<file path="src/rtl/interleaver_block_scheduler_pkg.sv">
// Shared constants and types for the turbo interleaver block scheduler.
// Block sizes are in bytes; counters are sized to hold the largest block without wrapping.
package turbo_pkg;

    localparam int unsigned SMALL_BYTES     = 132;
    localparam int unsigned LARGE_BYTES     = 768;
    localparam int unsigned DEF_TIMEOUT_CYC = 4096;
    localparam int unsigned CNT_W           = 10;

    typedef enum logic [1:0] {IDLE, LOAD, DRAIN, DONE} sched_state_t;

    function automatic logic [CNT_W-1:0] blk_bytes(input logic cbs);
        return cbs ? CNT_W'(LARGE_BYTES) : CNT_W'(SMALL_BYTES);
    endfunction

endpackage

</file>
<file path="src/rtl/interleaver_block_scheduler_if.sv">
// Requester, interleaver and status signals of the block scheduler.
// master is the scheduler's view; slave is the surrounding environment.
interface interleaver_block_scheduler_if;

    logic       req0_vld;
    logic       req0_cbs;
    logic [7:0] req0_data;
    logic       req0_rdy;
    logic       req1_vld;
    logic       req1_cbs;
    logic [7:0] req1_data;
    logic       req1_rdy;
    logic       il_vld_crc;
    logic       il_cbs;
    logic [7:0] il_data_in;
    logic       il_rdy_crc;
    logic       il_vld_out;
    logic       il_last_byte;
    logic       busy;
    logic       grant_id;
    logic       blk_done;
    logic       err;

    modport master (
        input  req0_vld, req0_cbs, req0_data, req1_vld, req1_cbs, req1_data,
        input  il_rdy_crc, il_vld_out, il_last_byte,
        output req0_rdy, req1_rdy, il_vld_crc, il_cbs, il_data_in,
        output busy, grant_id, blk_done, err
    );

    modport slave (
        output req0_vld, req0_cbs, req0_data, req1_vld, req1_cbs, req1_data,
        output il_rdy_crc, il_vld_out, il_last_byte,
        input  req0_rdy, req1_rdy, il_vld_crc, il_cbs, il_data_in,
        input  busy, grant_id, blk_done, err
    );

endinterface

</file>
<file path="src/rtl/interleaver_block_scheduler_arb.sv">
// Two-way round-robin arbiter; remembers the last requester served.
// Reset leaves requester 1 as last served so requester 0 wins the first contest.
module rr_arbiter2 (
    input  logic       clk,
    input  logic       reset,
    input  logic [1:0] req,
    input  logic       update,
    input  logic       served_id,
    output logic       gnt_vld,
    output logic       gnt_id
);

    logic last_q;

    always_ff @(posedge clk or negedge reset) begin
        if (!reset) begin
            last_q <= 1'b1;
        end else if (update) begin
            last_q <= served_id;
        end
    end

    always_comb begin
        gnt_vld = |req;
        gnt_id  = (&req) ? ~last_q : req[1];
    end

endmodule

</file>
<file path="src/rtl/interleaver_block_scheduler.sv">
// Shares one turbo interleaver between two CRC-stage requesters, one code block at a time:
// grant, load blk_len bytes, wait for the drain to end on last_byte, then release.
module interleaver_block_scheduler
    import turbo_pkg::*;
#(
    parameter int unsigned TIMEOUT_CYC = DEF_TIMEOUT_CYC
) (
    input logic                           clk,
    input logic                           reset,
    interleaver_block_scheduler_if.master bus
);

    localparam int unsigned IdleW = $clog2(TIMEOUT_CYC);

    sched_state_t     state_q, state_d;
    logic             grant_id_q, grant_id_d;
    logic             cbs_q, cbs_d;
    logic [CNT_W-1:0] blk_len_q, blk_len_d;
    logic [CNT_W-1:0] ld_cnt_q, ld_cnt_d;
    logic [CNT_W-1:0] dr_cnt_q, dr_cnt_d;
    logic [IdleW-1:0] idle_cnt_q, idle_cnt_d;
    logic             arb_vld, arb_id;
    logic             in_load, timeout, abort;

    // Last-served advances on clean completion and on any abort alike.
    rr_arbiter2 u_arb (
        .clk       (clk),
        .reset     (reset),
        .req       ({bus.req1_vld, bus.req0_vld}),
        .update    ((state_q == DONE) | abort),
        .served_id (grant_id_q),
        .gnt_vld   (arb_vld),
        .gnt_id    (arb_id)
    );

    assign in_load = (state_q == LOAD);
    assign timeout = (idle_cnt_q == IdleW'(TIMEOUT_CYC - 1));

    always_comb begin
        state_d    = state_q;
        grant_id_d = grant_id_q;
        cbs_d      = cbs_q;
        blk_len_d  = blk_len_q;
        ld_cnt_d   = ld_cnt_q;
        dr_cnt_d   = dr_cnt_q;
        idle_cnt_d = idle_cnt_q;
        abort      = 1'b0;
        unique case (state_q)
            IDLE: begin
                ld_cnt_d   = '0;
                dr_cnt_d   = '0;
                idle_cnt_d = '0;
                if (arb_vld) begin
                    grant_id_d = arb_id;
                    cbs_d      = arb_id ? bus.req1_cbs : bus.req0_cbs;
                    blk_len_d  = blk_bytes(cbs_d);
                    state_d    = LOAD;
                end
            end
            LOAD: begin
                if (bus.il_last_byte) begin
                    abort = 1'b1;
                end else if (bus.il_rdy_crc) begin
                    idle_cnt_d = '0;
                    ld_cnt_d   = ld_cnt_q + CNT_W'(1);
                    if (ld_cnt_q == blk_len_q - CNT_W'(1)) state_d = DRAIN;
                end else if (timeout) begin
                    abort = 1'b1;
                end else begin
                    idle_cnt_d = idle_cnt_q + IdleW'(1);
                end
            end
            DRAIN: begin
                if (bus.il_vld_out) begin
                    idle_cnt_d = '0;
                    dr_cnt_d   = dr_cnt_q + CNT_W'(1);
                    if (bus.il_last_byte) begin
                        if (dr_cnt_q == blk_len_q - CNT_W'(1)) state_d = DONE;
                        else abort = 1'b1;
                    end else if (dr_cnt_q >= blk_len_q) begin
                        abort = 1'b1;
                    end
                end else if (timeout) begin
                    abort = 1'b1;
                end else begin
                    idle_cnt_d = idle_cnt_q + IdleW'(1);
                end
            end
            DONE: state_d = IDLE;
            default: state_d = IDLE;
        endcase
        if (abort) state_d = IDLE;
    end

    always_ff @(posedge clk or negedge reset) begin
        if (!reset) begin
            state_q    <= IDLE;
            grant_id_q <= 1'b0;
            cbs_q      <= 1'b0;
            blk_len_q  <= '0;
            ld_cnt_q   <= '0;
            dr_cnt_q   <= '0;
            idle_cnt_q <= '0;
        end else begin
            state_q    <= state_d;
            grant_id_q <= grant_id_d;
            cbs_q      <= cbs_d;
            blk_len_q  <= blk_len_d;
            ld_cnt_q   <= ld_cnt_d;
            dr_cnt_q   <= dr_cnt_d;
            idle_cnt_q <= idle_cnt_d;
        end
    end

    assign bus.busy       = (state_q != IDLE);
    assign bus.il_vld_crc = in_load;
    assign bus.il_cbs     = cbs_q;
    assign bus.grant_id   = grant_id_q;
    assign bus.blk_done   = (state_q == DONE);
    assign bus.err        = abort;
    assign bus.il_data_in = in_load ? (grant_id_q ? bus.req1_data : bus.req0_data) : 8'h00;
    assign bus.req0_rdy   = in_load & ~grant_id_q & bus.il_rdy_crc;
    assign bus.req1_rdy   = in_load & grant_id_q & bus.il_rdy_crc;

endmodule

</file>
<file path="src/flat_wrapper.sv">
// flat-port wrapper written by rule: the top's interface ports become plain ports
module interleaver_block_scheduler_flat import turbo_pkg::*;
#(
    parameter int unsigned TIMEOUT_CYC = DEF_TIMEOUT_CYC
)
  (clk, reset, bus_req0_vld, bus_req0_cbs, bus_req0_data, bus_req1_vld, bus_req1_cbs, bus_req1_data, bus_il_rdy_crc, bus_il_vld_out, bus_il_last_byte, bus_req0_rdy, bus_req1_rdy, bus_il_vld_crc, bus_il_cbs, bus_il_data_in, bus_busy, bus_grant_id, bus_blk_done, bus_err);
  interleaver_block_scheduler_if bus_i ();
  input logic clk;
  input logic reset;
  input wire logic [$bits(bus_i.req0_vld)-1:0] bus_req0_vld;
  input wire logic [$bits(bus_i.req0_cbs)-1:0] bus_req0_cbs;
  input wire logic [$bits(bus_i.req0_data)-1:0] bus_req0_data;
  input wire logic [$bits(bus_i.req1_vld)-1:0] bus_req1_vld;
  input wire logic [$bits(bus_i.req1_cbs)-1:0] bus_req1_cbs;
  input wire logic [$bits(bus_i.req1_data)-1:0] bus_req1_data;
  input wire logic [$bits(bus_i.il_rdy_crc)-1:0] bus_il_rdy_crc;
  input wire logic [$bits(bus_i.il_vld_out)-1:0] bus_il_vld_out;
  input wire logic [$bits(bus_i.il_last_byte)-1:0] bus_il_last_byte;
  output wire logic [$bits(bus_i.req0_rdy)-1:0] bus_req0_rdy;
  output wire logic [$bits(bus_i.req1_rdy)-1:0] bus_req1_rdy;
  output wire logic [$bits(bus_i.il_vld_crc)-1:0] bus_il_vld_crc;
  output wire logic [$bits(bus_i.il_cbs)-1:0] bus_il_cbs;
  output wire logic [$bits(bus_i.il_data_in)-1:0] bus_il_data_in;
  output wire logic [$bits(bus_i.busy)-1:0] bus_busy;
  output wire logic [$bits(bus_i.grant_id)-1:0] bus_grant_id;
  output wire logic [$bits(bus_i.blk_done)-1:0] bus_blk_done;
  output wire logic [$bits(bus_i.err)-1:0] bus_err;
  assign bus_i.req0_vld = bus_req0_vld;
  assign bus_i.req0_cbs = bus_req0_cbs;
  assign bus_i.req0_data = bus_req0_data;
  assign bus_i.req1_vld = bus_req1_vld;
  assign bus_i.req1_cbs = bus_req1_cbs;
  assign bus_i.req1_data = bus_req1_data;
  assign bus_i.il_rdy_crc = bus_il_rdy_crc;
  assign bus_i.il_vld_out = bus_il_vld_out;
  assign bus_i.il_last_byte = bus_il_last_byte;
  assign bus_req0_rdy = bus_i.req0_rdy;
  assign bus_req1_rdy = bus_i.req1_rdy;
  assign bus_il_vld_crc = bus_i.il_vld_crc;
  assign bus_il_cbs = bus_i.il_cbs;
  assign bus_il_data_in = bus_i.il_data_in;
  assign bus_busy = bus_i.busy;
  assign bus_grant_id = bus_i.grant_id;
  assign bus_blk_done = bus_i.blk_done;
  assign bus_err = bus_i.err;
  interleaver_block_scheduler #(.TIMEOUT_CYC(TIMEOUT_CYC)) u_core (.clk(clk), .reset(reset), .bus(bus_i));
endmodule
</file>
<file path="config.mk">
export PLATFORM = sky130hd
export DESIGN_NAME = interleaver_block_scheduler_flat
export DESIGN_NICKNAME = d
export VERILOG_FILES = /design/src/rtl/interleaver_block_scheduler_pkg.sv /design/src/rtl/interleaver_block_scheduler_if.sv /design/src/rtl/interleaver_block_scheduler_arb.sv /design/src/rtl/interleaver_block_scheduler.sv /design/src/flat_wrapper.sv
export SDC_FILE = /design/constraint.sdc
export NUM_CORES = 1
export LEC_CHECK = 0
export ABC_AREA = 1
export BUFFER_PORTS_ARGS = -buffer_cell sky130_fd_sc_hd__buf_4
export CORE_ASPECT_RATIO = 0.8
export CORE_MARGIN = 4
export CORE_UTILIZATION = 44
export DETAILED_ROUTE_END_ITERATION = 10
export HOLD_SLACK_MARGIN = 0.1
export PLACE_DENSITY = 0.67
export SLEW_MARGIN = 20
export SYNTH_ARGS = -nofsm -noshare
export SYNTH_HDL_FRONTEND = slang
export SYNTH_SLANG_ARGS = --single-unit
export TNS_END_PERCENT = 1
</file>
<file path="constraint.sdc">
create_clock -name clk -period 1.6 [get_ports clk]
set_input_delay 0.16 -clock clk [delete_from_list [all_inputs] [get_ports clk]]
set_output_delay 0.16 -clock clk [all_outputs]
set_load 0.02 [all_outputs]
</file>
==> results of run 1 <==
==> how the worst min path moves through the flow <==
stage,depth (start not counted),startpoint,to,slack [ns]
global route,4,bus_req1_cbs,u_core.blk_len_q[7],0.22
finish,4,bus_req1_cbs,u_core.blk_len_q[7],0.21
global placement,1,reset,u_core.dr_cnt_q[0],0.17
detailed placement,1,reset,u_core.dr_cnt_q[3],0.17
floorplan,0,reset,u_core.blk_len_q[7],-0.14
CTS,4,bus_req1_cbs,u_core.blk_len_q[7],0.20
==> routing by layer <==
| layer | share of wire (%) | GRT usage [%] |
|---|---|---|
| met1 | 45 | 27.8 |
| met2 | 49 | 32.9 |
| met3 | 4.8 | 3.72 |
| met4 | 1.3 | 5.34 |
| met5 | 0 | 0 |
==> cell usage in the layout (no fill, tap or decap), drive strengths merged, types with 3 or more instances in the layout <==
master,Yosys,layout
a21oi,18,18
a31oi,3,3
buf,3,86
clkbuf,2,6
dfrtp,37,37
ha,14,14
inv,57,57
nand2,84,84
nand3,30,30
nand4,6,6
nor2,33,33
nor3,12,12
o211ai,5,5
o21a,4,4
o21ai,30,30
==> power groups by stage <==
stage / Combinational, mW / Clock [mW] / Sequential (mW)
after floorplan: 1.79 / 0 / 1.28
after global placement: 2.77 / 0 / 1.25
after detailed placement: 2.82 / 0 / 1.25
after CTS: 3.03 / 0.739 / 1.23
after global routing: 3.60 / 0.792 / 1.28
final: 3.30 / 0.720 / 1.26
==> final cells by class <==
class | count | area, um2
Timing Repair Buffer | 87 | 701
Clock inverter | 2 | 12.5
Sequential cell | 38 | 955
Inverter | 57 | 224
Tap cell | 78 | 97.6
Clock buffer | 6 | 82.6
Fill cell | 462 | 1850
Multi-Input combinational cell | 256 | 1690
==> cells by family (layout without fill, tap and decap cells) <==
family	after synthesis	in the layout	synth area share, %
DFF	38	38	36.4
and+or+nand+nor	172	172	31.6
xor gates and xnor gates	3	3	1.00
buffers and inverters	62	152	9.37
muxes	1	1	0.430
adders and majority gates	14	14	6.70
AOI/OAI and AO/OA	66	66	14.5
==> cell usage after synthesis, types with 2 or more instances <==
| cell type | n |
|---|---|
| inv_2 | 4 |
| nand3_2 | 2 |
| nor2_4 | 4 |
| o21a_1 | 4 |
| a21oi_1 | 18 |
| nand4_1 | 6 |
| xnor2_1 | 2 |
| nor2_2 | 2 |
| nand2_4 | 3 |
| nor3_1 | 10 |
| nor4_1 | 2 |
| o21ai_1 | 3 |
| a31oi_1 | 3 |
| o21ai_0 | 26 |
| nand3_1 | 28 |
| clkbuf_1 | 2 |
| nand2_2 | 2 |
| o211ai_1 | 5 |
| inv_1 | 53 |
| o22ai_1 | 2 |
| o311ai_0 | 2 |
| nor2_1 | 27 |
| ha_1 | 14 |
| or2_2 | 2 |
| dfrtp_1 | 37 |
| nand2_1 | 79 |
==> per-stage QoR <==
stage	TNS [ns]	area (um2)	setup WS (ns)	utilization [%]
floorplan	-0.0651	2770	-0.0185	-
global placement	-0.352	3400	-0.116	60.5
detailed placement	-0.709	3400	-0.184	60.5
CTS	-3.47	3600	-0.450	64.2
global route	-6.33	3760	-0.520	67.0
finish	-3.72	3760	-0.427	67.0
==> critical path: cells and delay by family (launching register included) <==
kind                       cells  cell delay, ns
AOI/OAI and AO/OA              2            0.20
adders and majority gates      1            0.27
buffers and inverters          3            0.23
DFF                            1            0.46
and+or+nand+nor                5            0.40
==> flip-flops by register name, summed over array words and instances (netlist names) <==
register	flops
u_core.state_q	2
u_core.ld_cnt_q	10
u_core.bus.grant_id	1
u_core.idle_cnt_q	12
u_core.u_arb.last_q	1
u_core.blk_len_q	2
u_core.dr_cnt_q	10
==> what timing repair did <==
action | 4_1_cts | 5_1_grt
hold buffers | 1 | 0
pin swaps | 7 | 15
endpoints found under the setup margin | 24 | 42
buffers inserted | 4 | 4
gates resized for setup | 19 | 37
gates cloned | 0 | 0
endpoints found under the hold margin | 37 | 0
==> flow_summary.toml, run 1 <==
[final_layout]
nets = 484
diodes = 0
stdcell_count = 524
syn_to_final_growth_pct = 43.9
drive_gt1_share_pct = 37.9

[outcome]
violations = "negative setup slack"
outcome = "finished, violations left"

[cts]
cts_root_buf = "clkbuf_8"
tritoncts = "yes"
cts_buffer_depth = 2
clock-sinks = 38
ctsHtreeMaxLevel = 2
insertion_delay_ns = 0.30
clkTransAtPathRegs_ns = 0.08
cts_buffers = 5

[timing]
rsz0062_at_grt = "true"
setup_viol_count_final = 15
fmax_mhz = 493
period_minus_slack_ns = 2.03
post-route-period-util_pct = 127
finalMaxSlewViolations = 0
hold_ws_ns = 0.206
relSlewSlack_pct = 66.3
finalHoldViolations = 0
setup_ws_ns = -0.427
clock_skew_ns = 0.00595
worstMarginPinSlew_ns = 0.505

[synthesis]
syn_nets = 395
yosys-top-cells-area = "dfrtp_1, nand2_1, inv_1"
synth_enable_flop_cells = 0
syn-cell-area_um2 = 2620
synth_cell_types = 40
yosysTopAreaCell = "dfrtp_1"
syn-instance-count = 356
ys_warn_count = 0
synth_top_area_share_pct = 35.4
yosysSeqAreaShare_pct = 36.4
syn-mean-instance-area_um2 = 7.35
async_reset_ff_share_pct = 100
synth_flop_cell = "dfrtp_1"
synth_seq_cells = 38

[place]
hpwlAfterDp_mm = 5.29
gp_congestion = 0.916
dp_cells = 507
port_buffers = 40

[floorplanning]
ioPinCount = 41
die_h_um = 77.0
rows = 24
core_area_um2 = 5620
start_util_pct = 46.6
die-area_um2 = 7250
die_w_um = 94.2

[worst_setup_path]
start_kind = "register"
rr_worst_depth = 13
r2r_end = "u_core.state_q[0]"
arrival_ns = 1.87
slowest_delay_ns = 0.46
crit_type = "register to output port"
startpoint = "u_core.blk_len_q[7]"
rrSetupSlack_ns = -0.31
required_ns = 1.44
crit_chain = "inv_2 -> ha_4 -> nand2_2 -> nor2_2 -> o21ai_2 -> a21oi_2 -> nand2_1 -> nand2_2 -> nand2_4 -> inv_2 -> buf_6"
cp_max_fo = 5
rr_startpoint = "u_core.blk_len_q[7]"
crit_path_end_kind = "output port"
crit_path_end = "bus_err"
cpMaxStageDelayCell = "dfrtp_2"

[pwr]
ir_drop_uv = 1020
power_density_nw_per_um2 = 1400
combPwrFrac_pct = 62.5
power.share.clock_pct = 13.6
power_mw = 5.28
seqPwrFrac_pct = 23.9
netSwitchingFraction_pct = 44.6
power.leakage_nw = 1.76
switchingPower_mw = 2.36
p_int_mw = 2.93

[grt]
grt_use_total_pct = 20.3
grt_start_max_net_pins = 39
grt_overflow = 0
grt_pass1_wl_mm = 12.0
grt_pass1_vias = 2605
antenna_found_initial = 0

[route]
drtAntennaViolNets = 0
viasPerCell = 5.17
drc = 0
via_count = 2707
wl_per_cell_um = 13.8
totalWireLength_mm = 7.21
dr.pass1.iters = 4
drt_iter0_drc = 113

[run]
drv_cap = 0

[min_path]
hold_class = "input port to register"
(Power assumes the default switching activity.)
==> inputs of run 2 (changes only) <==
--- a/config.mk
+++ b/config.mk
@@ -11,6 +11,7 @@
 export CORE_MARGIN = 4
 export CORE_UTILIZATION = 44
 export DETAILED_ROUTE_END_ITERATION = 10
+export GPL_TIMING_DRIVEN = 0
 export HOLD_SLACK_MARGIN = 0.1
 export PLACE_DENSITY = 0.67
 export SLEW_MARGIN = 20
==> flow_summary.toml, run 2 (synthesis gave the netlist of run 1 again) <==
[place]
port_buffers = 40
dp_cells = 474
dp_slack_ns = -0.292
hpwlAfterDp_mm = 4.83
gp_congestion = 0.848

[cts]
insertion_delay_ns = 0.29
tritoncts = "yes"
cts_root_buf = "clkbuf_8"
clkTransAtPathRegs_ns = 0.08
cts_buffer_depth = 2
clock-sinks = 38
cts_buffers = 5
ctsHtreeMaxLevel = 2

[route]
viasPerCell = 5.15
drtAntennaViolNets = 0
wl_per_cell_um = 13.7
totalWireLength_mm = 6.76
drc = 0
drt_iter0_drc = 87
via_count = 2535
dr.pass1.iters = 4

[timing]
post-route-period-util_pct = 126
worstMarginPinSlew_ns = 0.504
clock_skew_ns = 0.00797
period_minus_slack_ns = 2.01
finalHoldViolations = 0
fmax_mhz = 497
rsz0062_at_grt = "true"
setup_ws_ns = -0.413
relSlewSlack_pct = 66.4
finalMaxSlewViolations = 0
setup_viol_count_final = 31

[worst_setup_path]
rr_worst_depth = 11
rr_startpoint = "u_core.dr_cnt_q[8]"
required_ns = 1.44
start_kind = "register"
rrSetupSlack_ns = -0.20
r2r_end = "u_core.state_q[1]"
crit_path_end_kind = "output port"
crit_type = "register to output port"
cp_max_fo = 5
arrival_ns = 1.85

[grt]
grt_pass1_wl_mm = 11.2
grt_start_max_net_pins = 39
antenna_found_initial = 0
grt_pass1_vias = 2368
grt_overflow = 0
grt_use_total_pct = 19.1

[outcome]
violations = "negative setup slack"
outcome = "finished, violations left"

[final_layout]
fillers = 499
final_common_cell = "nand2_1"
multi_input_area_um2 = 1680
regMostFlops = "u_core.idle_cnt_q"
largest_reg_flops = 12
drive_gt1_share_pct = 32.4
syn_to_final_growth_pct = 37.5
layout_common_cells = "nand2_1, inv_1, buf_4"
diodes = 0
stdcell_count = 492
ff_latch_area_um2 = 957
biggestRegsByFlops = "u_core.idle_cnt_q: 12 flops, u_core.dr_cnt_q: 10 flops, u_core.ld_cnt_q: 10 flops"
nets = 452

[floorplanning]
ioPinCount = 41
die_h_um = 77.0
die-area_um2 = 7250
core_area_um2 = 5620
rows = 24
die_w_um = 94.2
start_util_pct = 46.6

[pwr]
ir_drop_uv = 1050
power.leakage_nw = 1.62
power_density_nw_per_um2 = 1500

[min_path]
hold_path_depth = 4
hold_class = "input port to register"
hold_path_startpoint = "bus_req1_cbs"
whs_endpoint = "u_core.blk_len_q[7]"

[run]
drv_cap = 0
[run 2: cell types whose count changed in the layout (fill, tap and decap cells not counted), moves of 2 or more]
cell,previous run,this run
buf_4,74,40
nand2_1,70,73
o21ai_0,13,16
bufinv_16,0,2
dfrtp_1,35,33
dfrtp_2,2,4
ha_2,4,2
inv_1,45,43
inv_6,0,2
nand2_2,10,8
nand2_4,4,2
o21ai_1,7,5
[run 2: power by group]
group | switching, mW | internal, mW | total, mW
Sequential | 0.167 | 1.11 | 1.28
Combinational | 1.78 | 1.29 | 3.07
Clock | 0.376 | 0.666 | 1.04
[run 2: how the worst max path moves through the flow]
stage | startpoint | endpoint | slack (ns) | cells past startpoint
finish | u_core.blk_len_q[7] | bus_err | -0.41 | 11
global route | u_core.blk_len_q[7] | bus_err | -0.53 | 11
CTS | u_core.blk_len_q[8] | bus_err | -0.42 | 11
detailed placement | u_core.state_q[0] | bus_err | -0.29 | 9
global placement | u_core.state_q[0] | bus_err | -0.29 | 9
floorplan | u_core.state_q[1] | u_core.idle_cnt_q[1] | -0.02 | 10
[run 2: layout make-up]
cell class                 instances  area share, %
timing repair buffer              50           11.5
buffer                             5           1.91
clock buffer                       6           2.30
sequential                        38           26.6
multi-input combinational        256           46.8
inverter                          57           6.43
clock inverter                     2           1.67
tap                               78           2.71
[run 2: repair_timing]
action | CTS | global route
endpoints found under the hold margin | 37 | 0
hold buffers | 1 | 0
resized for setup | 35 | 23
cloned | 0 | 0
setup buffers | 8 | 1
endpoints found under the setup margin | 39 | 46
pin swaps | 4 | 8
[run 2: critical path, stage by stage (launching register included)]
cell and delay [ns]:
dfrtp_2 0.46, ha_4 0.29, inv_2 0.04, nand2_2 0.05
nand2_1 0.05, nor2_1 0.09, nand4_1 0.15, nand2_1 0.11
nand2_2 0.07, nand2_2 0.09, inv_2 0.04, buf_6 0.12
[run 2: through the flow]
stage          instance area [um2]  hold slack (ns)  power (mW)  TNS [ns]  utilization [%]
2_1_floorplan                 2770           -0.136        3.07   -0.0651                -
3_3_place_gp                  3170            0.169        3.73     -4.83             56.5
3_5_place_dp                  3170            0.167        3.77     -5.18             56.5
4_1_cts                       3500            0.216        5.15     -5.85             62.4
5_1_grt                       3600            0.273        5.77     -9.50             64.1
6_report                      3600            0.214        5.39     -5.49             64.1
[run 2: metal layers]
layer	vias up	routed length [um]	global-route usage [%]
met5	-	0	0
met4	0	70	3.90
met3	9	342	3.72
met2	53	3150	29.5
met1	1184	3200	27.6
li1	1289	-	-
